## src/rtl/clk_div_pkg.sv

```systemverilog
// Shared constants, divisor type and high-phase length for the programmable clock divider.
// DUTY50_EN selects floor(N/2) high phase (half-cycle extension added by clk_div_negext).
package clk_div_pkg;
    localparam int DIV_MIN   = 2;
    localparam int DIV_W_DEF = 8;

    typedef logic [DIV_W_DEF-1:0] div_t;

    function automatic int unsigned hi_len(input int unsigned n);
`ifdef DUTY50_EN
        return n / 2;
`else
        return (n + 1) / 2;
`endif
    endfunction
endpackage

```

## src/rtl/clk_div_prog_if.sv

```systemverilog
// Control/status bundle of the programmable clock divider.
interface clk_div_prog_if #(parameter int DIV_W = 8);
    logic             en;
    logic [DIV_W-1:0] div_val;
    logic             div_load;
    logic             clk_out;
    logic             tick;
    logic             div_ack;
    logic             div_err;

    modport master (output en, div_val, div_load, input clk_out, tick, div_ack, div_err);
    modport slave  (input en, div_val, div_load, output clk_out, tick, div_ack, div_err);
endinterface

```

## src/rtl/clk_div_negext.sv

```systemverilog
// Negedge copy of the posedge output; OR-ing it in stretches the high phase by half a clk.
module clk_div_negext (
    input  logic clk,
    input  logic rst,
    input  logic d,
    output logic q
);
    always_ff @(negedge clk or posedge rst) begin
        if (rst) q <= 1'b0;
        else     q <= d;
    end
endmodule

```

## src/rtl/clk_div_prog.sv

```systemverilog
// Runtime-programmable integer clock divider with glitch-free divisor updates at period boundaries.
// Optional DUTY50_EN: exact 50% duty for odd divisors via a negedge extender.
module clk_div_prog
    import clk_div_pkg::*;
#(
    parameter int DIV_W       = 8,
    parameter int DEFAULT_DIV = 2
) (
    input  logic          clk,
    input  logic          rst,
    clk_div_prog_if.slave bus
);
    logic [DIV_W-1:0] cnt, div_act, pend, last_cnt, hi;
    logic pend_vld, pos_q, tick_q, ack_q, err_q;
    logic last, apply, low_req;

    assign last_cnt = div_act - 1'b1;
    assign last     = (cnt == last_cnt);
    assign hi       = DIV_W'(hi_len(32'(div_act)));
    assign apply    = pend_vld && (!bus.en || last);
    assign low_req  = (bus.div_val < DIV_W'(DIV_MIN));

    always_ff @(posedge clk or posedge rst) begin
        if (rst) begin
            cnt      <= '0;
            div_act  <= DIV_W'(DEFAULT_DIV);
            pend     <= DIV_W'(DEFAULT_DIV);
            pend_vld <= 1'b0;
            pos_q    <= 1'b0;
            tick_q   <= 1'b0;
            ack_q    <= 1'b0;
            err_q    <= 1'b0;
        end else begin
            ack_q <= 1'b0;
            if (bus.en) begin
                cnt    <= last ? '0 : cnt + 1'b1;
                pos_q  <= (cnt < hi);
                tick_q <= last;
            end else begin
                cnt    <= '0;
                pos_q  <= 1'b0;
                tick_q <= 1'b0;
            end
            if (apply) begin
                div_act  <= pend;
                cnt      <= '0;
                pend_vld <= 1'b0;
                ack_q    <= 1'b1;
            end
            // A load on the apply edge lands after the apply, so it stays pending.
            if (bus.div_load) begin
                pend     <= low_req ? DIV_W'(DIV_MIN) : bus.div_val;
                pend_vld <= 1'b1;
                if (low_req) err_q <= 1'b1;
            end
        end
    end

`ifdef DUTY50_EN
    logic neg_q;

    clk_div_negext u_negext (
        .clk (clk),
        .rst (rst),
        .d   (pos_q),
        .q   (neg_q)
    );

    assign bus.clk_out = pos_q | (neg_q & div_act[0]);
`else
    assign bus.clk_out = pos_q;
`endif

    assign bus.tick    = tick_q;
    assign bus.div_ack = ack_q;
    assign bus.div_err = err_q;
endmodule

```

## src/flat_wrapper.sv

```systemverilog
// flat-port wrapper written by rule: the top's interface ports become plain ports
module clk_div_prog_flat import clk_div_pkg::*;
#(
    parameter int DIV_W       = 8,
    parameter int DEFAULT_DIV = 2
)
  (clk, rst, bus_en, bus_div_val, bus_div_load, bus_clk_out, bus_tick, bus_div_ack, bus_div_err);
  clk_div_prog_if #(.DIV_W(DIV_W)) bus_i ();
  input  logic clk;
  input  logic rst;
  input wire logic [$bits(bus_i.en)-1:0] bus_en;
  input wire logic [$bits(bus_i.div_val)-1:0] bus_div_val;
  input wire logic [$bits(bus_i.div_load)-1:0] bus_div_load;
  output wire logic [$bits(bus_i.clk_out)-1:0] bus_clk_out;
  output wire logic [$bits(bus_i.tick)-1:0] bus_tick;
  output wire logic [$bits(bus_i.div_ack)-1:0] bus_div_ack;
  output wire logic [$bits(bus_i.div_err)-1:0] bus_div_err;
  assign bus_i.en = bus_en;
  assign bus_i.div_val = bus_div_val;
  assign bus_i.div_load = bus_div_load;
  assign bus_clk_out = bus_i.clk_out;
  assign bus_tick = bus_i.tick;
  assign bus_div_ack = bus_i.div_ack;
  assign bus_div_err = bus_i.div_err;
  clk_div_prog #(.DIV_W(DIV_W), .DEFAULT_DIV(DEFAULT_DIV)) u_core (.clk(clk), .rst(rst), .bus(bus_i));
endmodule
```

## config.mk

```make
export PLATFORM = sky130hd
export DESIGN_NAME = clk_div_prog_flat
export DESIGN_NICKNAME = d
export VERILOG_FILES = /design/src/rtl/clk_div_pkg.sv /design/src/rtl/clk_div_prog_if.sv /design/src/rtl/clk_div_negext.sv /design/src/rtl/clk_div_prog.sv /design/src/flat_wrapper.sv
export SDC_FILE = /design/constraint.sdc
export NUM_CORES = 1
export LEC_CHECK = 0
export BUFFER_PORTS_ARGS = -buffer_cell sky130_fd_sc_hd__buf_2
export CORE_MARGIN = 8
export CORE_UTILIZATION = 55
export DETAILED_ROUTE_END_ITERATION = 10
export PLACE_DENSITY = 0.84
export SYNTH_ARGS = -nofsm -noshare
export SYNTH_HDL_FRONTEND = slang
export SYNTH_SLANG_ARGS = --single-unit
```

## constraint.sdc

```tcl
create_clock -name clk -period 3.1 [get_ports clk]
set_clock_uncertainty 0.05 [all_clocks]
set_input_delay 0.62 -clock clk [delete_from_list [all_inputs] [get_ports clk]]
set_output_delay 0.62 -clock clk [all_outputs]
set_load 0.01 [all_outputs]
```

======== After elaboration in Yosys (flattened, before gate mapping) ========
Index checks and enable logic that the tools add are counted.
cells by class
  add/subtract/negate cells ............... 3
  magnitude comparators ................... 2
  equality and inequality tests ........... 1
  multiplexer cells ....................... 9
  reduce and logical (&&, ||, !) cells .... 5
operators with widths
  cell                 number
  $mux 8               4
  $add 8x1->9 const B  1
  $add 8x1->8 const B  1
  $eq 8x8->1           1
  $lt 8x2->1 const B   1
  $lt 8x8->1           1
  $sub 8x1->8 const B  1
  $mux 1               5
  $reduce_and 2->1     1
  $reduce_bool 2->1    1
  $logic_and 1x1->1    1
  $logic_not 1->1      1
  $logic_or 1x1->1     1
storage, ports and cells
  register bits ........................... 29
  input port bits ......................... 12

======== Longest topological paths before layout ========
Gate-level depths: netlist (run 1).
  word-level depth ........................ 6
  gate-level depth with buffers ........... 9

======== Worst setup path before layout (run 1) ========
Ideal clock, no wire load.
  path kind ............................... register to register
  start ................................... register u_core.div_act[0]
  end ..................................... register u_core.div_act[0]
  arrival ................................. 2.367 ns
  data required time ...................... 2.925 ns
  setup slack ............................. 0.559 ns
  cell stages (with the launch flop) ...... 9
  buffers on the path ..................... 0
  clock period less this slack ............ 2.541 ns
  path through ............................ dfrtp_1 -> inv_1 -> ha_1 -> or3b_1 -> a211oi_1 -> o211ai_1 -> a211o_1 -> a21oi_4 -> mux2_2
on the way
  longest elaborated chain between the ends .. 4
RTL lines
  what                    RTL line            text
  start, declared         clk_div_prog.sv:13  logic [DIV_W-1:0] cnt, div_act, pend, last_cnt, hi;
  start signal, assigned  clk_div_prog.sv:26  div_act <= DIV_W'(DEFAULT_DIV);
  start signal, assigned  clk_div_prog.sv:45  div_act <= pend;
  $sub 8x1->8             clk_div_prog.sv:17  assign last_cnt = div_act - 1'b1;
  $eq 8x8->1              clk_div_prog.sv:18  assign last = (cnt == last_cnt);
  $logic_or 1x1->1        clk_div_prog.sv:20  assign apply = pend_vld && (!bus.en || last);
  $logic_and 1x1->1       clk_div_prog.sv:20
  via u_core.apply        clk_div_prog.sv:15  logic last, apply, low_req;
The timed path passes the listed nets, and every way through them passes these cells.
A chain may end at the register's enable or synchronous reset.

======== Worst setup path after layout (run 1) ========
  start ................................... register u_core.div_act[0]
  end ..................................... register u_core.div_act[2]
Same word-level chain as after synthesis.

==> results of run 1 <==
area by class of cell:
cell class | count | area, sq um | area share
tap | 33 | 41.3 | 0.0226
multi-input combinational | 112 | 868 | 0.476
inverter | 9 | 33.8 | 0.0185
clock inverter | 2 | 35.0 | 0.0192
sequential | 29 | 728 | 0.399
timing repair buffer | 15 | 75.1 | 0.0412
clock buffer | 6 | 41.3 | 0.0226
critical path, stage by stage (launching register included):
cell and delay [ps]:
dfrtp_1 460, inv_1 110, ha_1 220, or3b_1 420
a211oi_1 300, o211ai_1 130, a211o_1 350, a21oi_4 310
mux2_2 370
synth_stat cells, types with 2 or more instances:
library cell	number	area share
inv_1	9	0.020
o21ai_0	2	0.0060
nand2b_1	2	0.0076
a21o_1	2	0.0091
nand2_1	8	0.018
xnor2_1	11	0.058
nand4_1	2	0.0076
xor2_1	8	0.042
and3_1	3	0.011
nor4_1	3	0.011
mux2_2	14	0.095
nand3_1	6	0.018
clkbuf_1	7	0.016
nor3_1	2	0.0060
nand3b_1	2	0.0091
ha_1	10	0.076
a211oi_1	3	0.014
dfrtp_1	27	0.41
and4_1	2	0.011
mux2i_1	2	0.012
dfstp_2	2	0.032
o211ai_1	2	0.0091
nor2_1	14	0.032
path summary, 6_finish.rpt:
kind	slack [ps]	from	endpoint	cells after the start
max	250	u_core.div_act[0]	u_core.div_act[2]	8
min	430	u_core.bus.div_err	u_core.bus.div_err	1
max reg2reg	250	u_core.div_act[0]	u_core.div_act[2]	8
min reg2reg	430	u_core.bus.div_err	u_core.bus.div_err	1
max in group asynchronous	1890	rst	u_core.cnt[7]	2
min in group asynchronous	480	rst	u_core.pend[7]	2
metrics by stage:
stage               power, uW  utilization  hold slack (ps)
floorplan                 674            -              425
global placement          719        0.592              394
detailed placement        737        0.592              414
CTS                      1040        0.617              443
global route             1090        0.617              453
finish                   1040        0.617              430
registers in the layout, summed over array words and instances, names as in the netlist:
signal              count
u_core.bus.clk_out      1
u_core.bus.div_err      1
u_core.div_act          8
u_core.pend_vld         1
u_core.cnt              8
u_core.bus.tick         1
u_core.pend             8
u_core.bus.div_ack      1
layer usage:
layer / up-vias / routed length [microns] / global-route usage
met5: - / 0 / 0
met2: 34 / 1600 / 0.227
li1: 575 / - / -
met1: 578 / 1420 / 0.166
met4: 0 / 74 / 0.0531
met3: 10 / 192 / 0.0466
where the power goes:
part / internal [uW] / total, uW / switching [uW]
Combinational: 126 / 239 / 113
Clock: 169 / 303 / 134
Sequential: 424 / 496 / 71.9
Total: 718 / 1040 / 319
kinds of logic (layout without fill, tap and decap cells):
logic type                 Yosys count  after routing
DFF                                 29             29
AOI/OAI and AO/OA                   16             16
xor gates and xnor gates            19             19
and+or+nand+nor                     51             51
muxes                               16             16
adders and majority gates           10             10
buffers and inverters               16             32
==> out/results.txt, run 1 <==
Outcome: complete, no violations
DRT Pass-1 Iters: 4
Post-route cell area: 0.00182 sq mm
Commonest non-fill, non-tap cell in the layout: dfrtp_1
Pin count of the biggest net entering global routing: 30
Highest-count cells in the layout ignoring fill and taps: dfrtp_1, buf_2, nor2_1, mux2_2, xnor2_1
Layout cell share with drive strength beyond 1: 0.243
Post-synth EDFFs: 0
CTS tree: done
P per Cell Area: 569 mW/mm^2
Period Utilization, post-route: 0.919
Critical path class: flip-flop to flip-flop
Fin. Hold Viols: 0
# port buffers: 15
Worst-margin pin slew: 1040 ps
Synth warnings: 0
Routability cong.: 0.957
Vias in the first global route: 1202
Post-synthesis sequential area ratio: 0.440
Number of H-tree levels: 2
# Post-CTS Setup Buffers: 0
Wire per inst: 16.0 microns
Max_cap viols: 0
DRC viols: 0
Compound-Gate Fraction of Synth Area: 0.0778
Synth Instances: 157
Post-DP HPWL: 2510 microns
Sink Count: 29
Distinct cells, synth: 37
1st-iter DRT viols: 71
DP Worst Slack: 333 ps
Worst vdd rail ir drop: 0.000402 V
Total congestion overflow: 0
Post-DRT Antenna Nets: 0
Syn nets: 179
Ant diodes: 0
Worst-path maximum fanout: 9
Clock slew at reported path FFs: 100 ps
Synth Area in XOR/XNOR: 0.100
CP arrival: 3020 ps
DP Area: 0.00175 sq mm
Mapped Area: 0.00166 sq mm
Setup violators final: 0
Die Area: 0.00502 sq mm
Critical Path Source Type: flip-flop
Num CTS Buffers: 5
Cts hold-fix bufs: 0
First-pass GRT wire length: 5560 microns
Max Root-Sink Buffers: 2
RSZ-0062 raised after global routing: false
Number of synthesized register bits: 29
Filler instances: 245
Core box area: 0.00295 sq mm
Width of the die: 70.9 microns
Multiplexer share of the synthesized area: 0.107
Post-synthesis adder-cell area fraction: 0.0755
CP endpoint kind: flip-flop
Main combinational cell family by area after synthesis: simple AND/OR/NAND/NOR gates
Max Transition Viols Final: 0
GR Util All Layers: 0.139
Initial core utilization: 0.561
Rows: 20
Skew-Pair Late Insertion Delay: 330 ps
Synth-to-Final Area Change: 10.0%
Hold crit path type: flip-flop to flip-flop
Async set or reset register ratio after synthesis: 1.00
Post-Place Cells: 198
Initial antenna violation count: 0
Routed wire length: 3290 microns
Simple-gate share of the synthesized area: 0.163
Root Driver: clkbuf_4
Mean Syn Cell Area: 10.6 sq um
Total Nets Final: 194
Post-route insts no fill: 206
Slew HR: 0.308
Post-route setup TNS: 0 ps
Tmin final: 2850 ps
Via-to-Cell Ratio: 5.81
Fin worst setup slack: 252 ps
Leakage: 0.000841 uW
Die Ht: 70.9 microns
Io pins: 16
CP required: 3270 ps
Via count: 1197
CTS resizes: 0
F_max: 351 MHz
Main synth FF type: dfrtp_1
Power figures use the tool's default switching activity.
==> run 2: changes to the inputs <==
Settings changed: ABC_AREA set to 1.
==> run 2 against run 1 <==
  * Non-clock buffer count is 1 higher
  * Sequential share of layout area is 2.7 points lower
  * Final area is 7.3% higher
  * Highest routed layer unchanged
==> out/results.txt, run 2 <==
Initial antenna violation count: 0 (unchanged)
Max Transition Viols Final: 0 (unchanged)
# port buffers: 15 (unchanged)
Post-synthesis sequential area ratio: 0.402 (was 0.440)
Vias in the first global route: 1393 (was 1202)
Syn nets: 255 (was 179)
Reg-to-reg endpoint: u_core.bus.clk_out (was u_core.div_act[2])
Slew HR: 0.640 (was 0.308)
Critical path class: flip-flop to flip-flop (unchanged)
Post-DP HPWL: 2730 microns (was 2510 microns)
Via-to-Cell Ratio: 4.93 (was 5.81)
Post-route setup TNS: 0 ps (unchanged)
CP max stage cell: dfstp_2 (was dfrtp_1)
Ant diodes: 0 (unchanged)
Synth Area in XOR/XNOR: 0.0704 (was 0.100)
Via count: 1458 (was 1197)
CTS tree: done (unchanged)
P per Cell Area: 497 mW/mm^2 (was 569 mW/mm^2)
Yosys top cell by area: dfrtp_1 (unchanged)
Root Driver: clkbuf_4 (unchanged)
Main combinational cell family by area after synthesis: simple AND/OR/NAND/NOR gates (unchanged)
Setup violators final: 0 (unchanged)
CTS resizes: 0 (unchanged)
1st-iter DRT viols: 107 (was 71)
Worst vdd rail ir drop: 0.000324 V (was 0.000402 V)
Mapped Area: 0.00181 sq mm (was 0.00166 sq mm)
Multiplexer share of the synthesized area: 0 (was 0.107)
Rows: 21 (was 20)
Main synth FF type: dfrtp_1 (unchanged)
Top-area cell type share of the netlist area: 0.373 (was 0.408)
Post-synth EDFFs: 0 (unchanged)
First-pass GRT wire length: 5870 microns (was 5560 microns)
Worst path max stage delay: 590 ps (was 460 ps)
CP required: 3270 ps (about the same)
Num CTS Buffers: 5 (unchanged)
Distinct cells, synth: 29 (was 37)
Synth-to-Final Area Change: 7.94% (was 10.0%)
Outcome: complete, no violations (unchanged)
F_max: 434 MHz (was 351 MHz)
Critical R2R Launch: u_core.div_act[1] (was u_core.div_act[0])
Synth top area cells: dfrtp_1, nand2_1, ha_1, nor2_1, inv_1 (was dfrtp_1, mux2_2, ha_1, xnor2_1, xor2_1)
Design Power: 972 uW (was 1040 uW)
Post-Place Cells: 288 (was 198)
Pin count of the biggest net entering global routing: 30 (unchanged)
Synth Instances: 233 (was 157)
DRC viols: 0 (unchanged)
Die Area: 0.00539 sq mm (was 0.00502 sq mm)
Register-to-Register Path Depth: 12 (was 8)
CP endpoint kind: flip-flop (unchanged)
Fin. Hold Viols: 0 (unchanged)
Post-route insts no fill: 296 (was 206)
Number of H-tree levels: 2 (unchanged)
FF-to-FF setup slack: 790 ps (was 250 ps)
CP arrival: 2480 ps (was 3020 ps)
Max Root-Sink Buffers: 2 (unchanged)
Cts hold-fix bufs: 0 (unchanged)
RSZ-0062 raised after global routing: false (unchanged)
Regs by FF count: u_core.cnt: 8 flops, u_core.div_act: 8 flops, u_core.pend: 8 flops (unchanged)
Commonest cells post-synth: nand2_1, dfrtp_1, nor2_1, inv_1, nand3_1 (was dfrtp_1, mux2_2, nor2_1, xnor2_1, ha_1)
Clock slew at reported path FFs: 90 ps (was 100 ps)
Layout cell share with drive strength beyond 1: 0.148 (was 0.243)
GR Util All Layers: 0.139 (about the same)
Post-DRT Antenna Nets: 0 (unchanged)
Routability cong.: 0.893 (was 0.957)
Leakage: 0.00104 uW (was 0.000841 uW)
Highest-count cells in the layout ignoring fill and taps: nand2_1, dfrtp_1, nor2_1, inv_1, nand3_1 (was dfrtp_1, buf_2, nor2_1, mux2_2, xnor2_1)
Post-synthesis adder-cell area fraction: 0.0691 (was 0.0755)
Async set or reset register ratio after synthesis: 1.00 (unchanged)
Worst-margin pin slew: 536 ps (was 1040 ps)
Synth warnings: 0 (unchanged)
Sink Count: 29 (unchanged)
CP startpoint: u_core.div_act[1] (was u_core.div_act[0])
Simple-gate share of the synthesized area: 0.335 (was 0.163)
Max_cap viols: 0 (unchanged)
Total Nets Final: 271 (was 194)
Commonest non-fill, non-tap cell in the layout: nand2_1 (was dfrtp_1)
Period Utilization, post-route: 0.744 (was 0.919)
Tmin final: 2310 ps (was 2850 ps)
Core box area: 0.00326 sq mm (was 0.00295 sq mm)
Count leader, synth: nand2_1 (was dfrtp_1)
Critical Path Source Type: flip-flop (unchanged)
Mean Syn Cell Area: 7.78 sq um (was 10.6 sq um)
Die Ht: 73.4 microns (was 70.9 microns)
Wire per inst: 11.5 microns (was 16.0 microns)
# Post-CTS Setup Buffers: 0 (unchanged)
Worst-path cell chain: inv_1 > nor3_1 > nand3_1 > nor2_1 > nand2_1 > xor2_1 > ha_1 > nand2_1 > inv_1 > nand3_1 > a21oi_1 > nor3_1 (was inv_1 > ha_1 > or3b_1 > a211oi_1 > o211ai_1 > a211o_1 > a21oi_4 > mux2_2)
Compound-Gate Fraction of Synth Area: 0.0311 (was 0.0778)
Routed wire length: 3410 microns (was 3290 microns)
Width of the die: 73.4 microns (was 70.9 microns)
DRT Pass-1 Iters: 4 (unchanged)
Io pins: 16 (unchanged)
Total congestion overflow: 0 (unchanged)
Hold crit path type: primary input to asynchronous set/reset pin (was flip-flop to flip-flop)
Initial core utilization: 0.556 (was 0.561)
Worst-path maximum fanout: 4 (was 9)
Number of synthesized register bits: 29 (unchanged)
Skew-Pair Late Insertion Delay: 330 ps (about the same)
[run 2: cell count changes in the layout (fill, tap and decap cells not counted), moves of 4 or more]
cell / previous run / this run
nand2_1: 8 / 77
nor2_1: 14 / 25
inv_1: 9 / 24
nor3_1: 2 / 7
nand3_2: 0 / 4
xnor2_1: 11 / 2
nand3_1: 6 / 16
mux2_2: 14 / 0
[run 2: area by class of cell]
| class | count | area [sq um] |
|---|---|---|
| Clock buffer | 7 | 65.1 |
| Clock inverter | 1 | 5.00 |
| Fill cell | 307 | 1300 |
| Inverter | 27 | 101 |
| Multi-Input combinational cell | 170 | 916 |
| Sequential cell | 29 | 728 |
| Tap cell | 46 | 57.6 |
| Timing Repair Buffer | 16 | 82.6 |
[run 2: routing by layer]
metal / GRT usage / vias up / wire (microns)
met5: 0 / - / 0
met4: 0.0488 / 0 / 38
met3: 0.0382 / 5 / 155
met2: 0.243 / 25 / 1680
met1: 0.158 / 664 / 1540
li1: - / 764 / -
[run 2: worst max path at each step]
stage | to | slack [ps] | cells past startpoint
finish | u_core.bus.clk_out | 790 | 12
global route | u_core.bus.clk_out | 630 | 12
CTS | u_core.bus.clk_out | 790 | 12
detailed placement | u_core.bus.clk_out | 810 | 12
global placement | u_core.bus.clk_out | 830 | 12
floorplan | u_core.bus.clk_out | 1080 | 12
[run 2: logic make-up (layout without fill, tap and decap cells)]
family | after synthesis | in the layout
compound gates | 11 | 11
xor+xnor | 13 | 13
fa+ha+maj | 10 | 10
buf+inv | 34 | 51
flops | 29 | 29
simple gates | 136 | 136
[run 2: report_power, final]
group          internal (uW)  total (uW)  switching, uW
sequential               416         468           52.1
combinational           99.8         246            147
clock                    131         258            127
[run 2: worst max-delay path, delay by kind of cell, from the launching register on]
family / cells / cell delay, ps
AND/OR/NAND/NOR: 7 / 850
flip-flops: 1 / 590
XOR/XNOR: 1 / 150
AO/OA/AOI/OAI: 1 / 170
buffers and inverters: 2 / 120
adder cells (fa/ha/maj): 1 / 270
[run 2: stage by stage]
stage               area (sq um)  hold WS [ps]  setup WS [ps]  utilization
finish                      1960           287            795        0.600
CTS                         1960           291            788        0.600
floorplan                   1810           393           1080            -
detailed placement          1890           397            806        0.579
global placement            1890           395            830        0.579
global route                1960           331            630        0.600
